$ cat config.mk
export PLATFORM = sky130hd
export DESIGN_NAME = arithmetic_unit
export DESIGN_NICKNAME = d
export VERILOG_FILES = /design/src/rtl/arithmetic_unit_pkg.sv /design/src/rtl/arithmetic_unit.sv
export SDC_FILE = /design/constraint.sdc
export NUM_CORES = 1
export LEC_CHECK = 0
export BUFFER_PORTS_ARGS = -buffer_cell sky130_fd_sc_hd__buf_2
export CAP_MARGIN = 0
export CORE_AREA = 5 5 310 312
export DETAILED_ROUTE_END_ITERATION = 7
export DIE_AREA = 0 0 315 317
export GPL_TIMING_DRIVEN = 0
export PLACE_DENSITY = 0.6
export SLEW_MARGIN = 20
export SYNTH_ARGS = -nofsm -noshare
export SYNTH_HDL_FRONTEND = slang
export SYNTH_SLANG_ARGS = --single-unit
$ cat constraint.sdc
create_clock -name clk -period 0.99 [get_ports clk]
set_clock_uncertainty 0.15 [all_clocks]
set_input_delay 0.099 -clock clk [delete_from_list [all_inputs] [get_ports clk]]
set_output_delay 0.099 -clock clk [all_outputs]
set_load 0.02 [all_outputs]
$ cat src/rtl/arithmetic_unit_pkg.sv
// Shared ALU definitions: arithmetic function codes and the default datapath width.
package arithmetic_unit_pkg;

    localparam int ALU_WIDTH = 16;

    localparam logic [1:0] ARITH_ADD = 2'b00;
    localparam logic [1:0] ARITH_SUB = 2'b01;
    localparam logic [1:0] ARITH_MUL = 2'b10;
    localparam logic [1:0] ARITH_DIV = 2'b11;

endpackage

$ cat src/rtl/arithmetic_unit.sv
// Registered unsigned add/sub/mul/div slice of the ALU. Combinational evaluation
// of the selected function feeds a single output register stage (one clock latency).
module arithmetic_unit
    import arithmetic_unit_pkg::*;
#(
    parameter int IN1_WIDTH       = ALU_WIDTH,
    parameter int IN2_WIDTH       = ALU_WIDTH,
    parameter int ARITH_OUT_WIDTH = ALU_WIDTH
) (
    input  logic                       clk,
    input  logic                       rst,
    input  logic [IN1_WIDTH-1:0]       in1,
    input  logic [IN2_WIDTH-1:0]       in2,
    input  logic [1:0]                 arith_fun,
    input  logic                       arith_en,
    output logic [ARITH_OUT_WIDTH-1:0] arith_out,
    output logic                       arith_cout,
    output logic                       arith_flag
);

    localparam int W  = (IN1_WIDTH > IN2_WIDTH) ? IN1_WIDTH : IN2_WIDTH;
    // Internal width holds the full product and still leaves room above the output width.
    localparam int XW = (2 * W > ARITH_OUT_WIDTH + 1) ? 2 * W : ARITH_OUT_WIDTH + 1;

    logic [XW-1:0]              a_p0;
    logic [XW-1:0]              b_p0;
    logic [XW-1:0]              wide_p0;
    logic [ARITH_OUT_WIDTH-1:0] res_p0;
    logic                       cout_p0;

    // Guarded divide: all ones when the divisor is zero, so nothing undefined reaches the register.
    function automatic logic [XW-1:0] safe_div(input logic [XW-1:0] num, input logic [XW-1:0] den);
        if (den == '0)
            return '1;
        return num / den;
    endfunction

    function automatic logic above_out(input logic [XW-1:0] val);
        return |(val >> ARITH_OUT_WIDTH);
    endfunction

    assign a_p0 = XW'(in1);
    assign b_p0 = XW'(in2);

    // Stage p0: combinational evaluation of the selected function
    always_comb begin
        wide_p0 = '0;
        cout_p0 = 1'b0;
        case (arith_fun)
            ARITH_ADD: begin
                wide_p0 = a_p0 + b_p0;
                cout_p0 = above_out(wide_p0);
            end
            ARITH_SUB: begin
                wide_p0 = a_p0 - b_p0;
                cout_p0 = (a_p0 < b_p0);
            end
            ARITH_MUL: begin
                wide_p0 = a_p0 * b_p0;
                cout_p0 = above_out(wide_p0);
            end
            default: begin
                wide_p0 = safe_div(a_p0, b_p0);
                cout_p0 = (b_p0 == '0);
            end
        endcase
        res_p0 = wide_p0[ARITH_OUT_WIDTH-1:0];
    end

    // Stage p1: output register; a disabled edge clears everything
    always_ff @(posedge clk or posedge rst) begin
        if (rst) begin
            arith_out  <= '0;
            arith_cout <= 1'b0;
            arith_flag <= 1'b0;
        end else if (arith_en) begin
            arith_out  <= res_p0;
            arith_cout <= cout_p0;
            arith_flag <= 1'b1;
        end else begin
            arith_out  <= '0;
            arith_cout <= 1'b0;
            arith_flag <= 1'b0;
        end
    end

endmodule

# == After elaboration in Yosys (flattened, before gate mapping) ==
# Index checks and enable logic that the tools add are counted.
# totals
regBits,18
elab_cells,24
# op_classes
addsub,2
multipliers,1
div_mod_pow,1
order_cmp,1
eq_ne,2
mux,9
n_reduce_logical,5
# ops
op,n
$mux W16,3
$pmux W16 S3,1
$div A16 B16 Y32,1
$logic_not A32 Y1,1
$mul A16 B16 Y32,1
$reduce_or A16 Y1,2
$add A16 B16 Y17,1
$lt A16 B16 Y1,1
$sub A16 B16 Y16,1
$mux W1,4
$pmux W1 S3,1
$reduce_or A3 Y1,1
$eq A2 B1 Y1 const B,1
$eq A2 B2 Y1 const B,1
$logic_not A2 Y1,1

# == Depth between registers and ports, before layout ==
# depth
ltp_word,6
ltp_mapped,461
depth_no_buf,431

# == Worst setup path after synthesis ==
# No wires, ideal clock.
# synth_timing
kind,in2reg
from,in in2[1]
to,reg arith_out[0]
arrival_ns,87.511
required_ns,0.706
path_slack_ns,-86.805
cell_stages,437
path_buffers,35
path_cell_list,clkbuf_1 -> clkinv_1 -> ha_1 -> nor2_1 -> nor3_1 -> nand2_1 -> o32ai_1 -> ha_1 -> a21oi_1 -> nand2_1 -> nand3_1 -> mux2_2 -> ha_1 -> or3_1 -> o22ai_1 -> nand2_1 -> o41ai_1 -> ha_1 -> [... 401 more ...] -> o21ai_0 -> nand2b_1 -> a21oi_1 -> nor2b_1 -> o21ai_0 -> nand2b_1 -> a21oi_1 -> nor2b_1 -> o21ai_0 -> nand2b_1 -> a21oi_1 -> nor2b_1 -> o21ai_0 -> nand4b_1 -> nor3_1 -> o221ai_1 -> a2111oi_0 -> a21oi_1
# synth_via
elab_chain_len,6
# synth_lines
element,line_no,source
start: declaration,arithmetic_unit.sv:13,"input logic [IN2_WIDTH-1:0] in2,"
"parallel branches: the longest is 3 deep, another holds $div A16 B16 Y32",n/a,
$mux W16 *,arithmetic_unit.sv:35,return num / den;
$pmux W16 S3 *,arithmetic_unit.sv:49,case (arith_fun)
$mux W16 *,arithmetic_unit.sv:76,end else if (arith_en) begin
end signal: assignment,arithmetic_unit.sv:77,arith_out <= res_p0;
end: declaration,arithmetic_unit.sv:16,"output logic [ARITH_OUT_WIDTH-1:0] arith_out,"
# Mark *: on every way between the ends. The select of a mux whose other input is x is not followed.

# == Final worst setup path ==
# layout_timing
from,in in1[9]
to,reg arith_out[0]
# layout_via
elab_chain_len,4
# layout_lines
element,line_no,source
start: declaration,arithmetic_unit.sv:12,"input logic [IN1_WIDTH-1:0] in1,"
$div A16 B16 Y32,arithmetic_unit.sv:35,
$mux W16,arithmetic_unit.sv:35,
$pmux W16 S3,arithmetic_unit.sv:49,
$mux W16,arithmetic_unit.sv:76,
# No other way between the ends.

==> metrics.txt <==
Port Buffer Count 53; Synth Warn # 0; Peak Freq 12.2 MHz; die height 317 um; Crit-path slowest cell or4_4; Synth Flop Type dfrtp_1; slew at the pin closest to its max-slew limit 1.23 ns; die span in x 315 um; fin nets 5829; Worst slew margin 0.179; final cycle utilization of the critical path 83.0; Antenna Nets Post-Route 0; vias in the first global route 34400; Initial Util 0.348; WL final 120 mm; RSZ-0062 raised after global routing yes; Root Driver clkbuf_16; # Max-Cap Violations 0; layout cells sized above 1 0.294; Core Area 92800 um^2; TritonCTS clock tree built; all-layer global routing usage 0.225; die area 99900 um^2; CTS clk-pin slew, worst paths 0.08 ns; CP startpoint kind input pin; post-layout minimum cycle time 82.13 ns; grt ovf 0; First-pass DRT Iterations 5; drt via density 5.67; WP data required 0.99 ns; setup_tns -836.76 ns; detailed-route DRC error count 0; CTS buffer count 3; failing checks negative hold slack, negative setup slack; post-DP HPWL 84.4 mm; drt initial violations 2482; max-slew violation count 0; largest net degree at the start of global routing 37; Worst setup EP type flip-flop; async set-reset flop share out of synthesis 1.00; Hold Slack -0.214 ns; Seq/Total Area, Yosys 0.0140; non-filler instance count after layout 6321; final instance area 44500 um^2; crit path DAT 82.13 ns; CTS sink count 18; Syn Area/Cell 7.42 um^2; Syn Inst Count 4347; H-tree Lvls 1; Post-Place Cells 5675; Post-synth EDFFs 0; routed len/inst 19.0 um; Boundary Pins 55; first-pass GRT wire length 184 mm; HP Class input pin to async pin; run status finished, violations left; FP Rows 112; Post-Syn Area 32300 um^2; routed vias 35900; Final setup viols 35; crit-path max FO 10; setup ws final -81.14 ns; Crit Path Category input pin to flip-flop; P&R area growth vs syn 37.8%; initial antenna violation count 3; Hold-fix buffers, CTS 1; Most common cell on crit path o21a_1; synth unique cells 124; final count of hold timing violations 18; RD Place Congestion 0.871; Max Buffers Root-to-Sink 2; Seq cells post-synth 18; slowest cell delay on critical path 0.61 ns; area post-placement 36100 um^2
## layer usage
metal / vias up / track usage / part of all wire / wire length, um
met5: - / 0 / 0.00022 / 26
met4: 4 / 0.0685 / 0.041 / 4870
met3: 268 / 0.0300 / 0.062 / 7470
met2: 1063 / 0.386 / 0.47 / 55700
met1: 17300 / 0.297 / 0.43 / 51700
li1: 17300 / - / - / -
## what timing repair did
item / CTS / global route
buffers inserted: 449 / 221
pin swaps: 250 / 282
gates resized for setup: 460 / 283
cloned: 11 / 0
setup endpoints to repair: 35 / 35
endpoints found under the hold margin: 19 / 18
## logic make-up (layout without fill, tap and decap cells)
kind of cell / Yosys count / count (layout) / synth area share
compound gates: 1227 / 1228 / 0.266
xor+xnor: 219 / 219 / 0.0595
fa+ha+maj: 728 / 728 / 0.328
buf+inv: 477 / 1179 / 0.0562
flops: 18 / 18 / 0.0140
mux: 126 / 126 / 0.0427
other cells: 1 / 18 / 0.000116
simple gates: 1551 / 1551 / 0.234
## area by class of cell
class                      count  area (um^2)
sequential                    18          458
buffer                       120         1340
multi-input combinational   3868        33900
tap                         1254         1570
timing repair buffer         699         5680
inverter                     352         1420
clock buffer                   4         88.8
fill                        8855        48300
timing repair inverter         4         47.5
antenna                        2         5.00
## cell usage after synthesis, types with 100 or more instances
cell / count / share of area
ha_1: 530 / 0.21
nor2_1: 469 / 0.055
nand2_1: 373 / 0.043
inv_1: 341 / 0.040
a21oi_1: 269 / 0.042
nor3_1: 231 / 0.036
fa_1: 196 / 0.12
o21a_1: 194 / 0.045
o21ai_0: 149 / 0.023
xnor2_1: 144 / 0.039
o31ai_1: 120 / 0.028
a21o_1: 112 / 0.026
clkbuf_1: 100 / 0.012
## through the flow
step	worst slack, ns	hold slack, ns	util
after floorplan	-77.77	-0.112	-
after detailed placement	-90.80	0.0935	0.390
after global placement	-90.40	0.0918	0.388
final	-81.14	-0.214	0.479
after CTS	-80.71	-0.208	0.452
after global routing	-84.68	-0.186	0.479
## critical path, delay by kind of cell
| kind | cells | cell delay [ns] |
|---|---|---|
| simple gates | 105 | 17.77 |
| mux | 12 | 3.58 |
| fa+ha+maj | 29 | 7.84 |
| compound gates | 230 | 42.30 |
| buf+inv | 79 | 10.23 |
| xor+xnor | 1 | 0.19 |
## placed cells by master, fill, tap and decap left out, types with 62 or more instances in the layout
master,Yosys,layout
nor2_1,469,410
nand2_1,373,339
o21ai_0,149,104
a21o_1,112,111
nor3_1,231,216
fa_1,196,196
ha_4,0,66
and2_1,69,62
o31ai_1,120,104
buf_4,1,595
o21a_1,194,187
inv_1,341,328
buf_6,0,68
xor2_1,75,73
a21oi_1,269,176
xnor2_1,144,142
ha_1,530,454
a21oi_2,1,63
## state kept, by name, summed over array words and instances (netlist names)
register / cells
arith_flag: 1
arith_cout: 1
arith_out: 16
## final timing paths
path / from / end / slack [ns] / cells past startpoint
setup / recovery: in1[9] / arith_out[0]$_DFF_PP0_ / -81.14 / 456
hold / removal: rst / arith_out[12]$_DFF_PP0_ / -0.21 / 2
max in group asynchronous: rst / arith_out[4]$_DFF_PP0_ / 0.51 / 2
min in group clk: arith_en / arith_out[1]$_DFF_PP0_ / 0.34 / 4
Power is not shown: default switching activity piles up to over one toggle a cycle in this logic, so the estimate is an artifact.
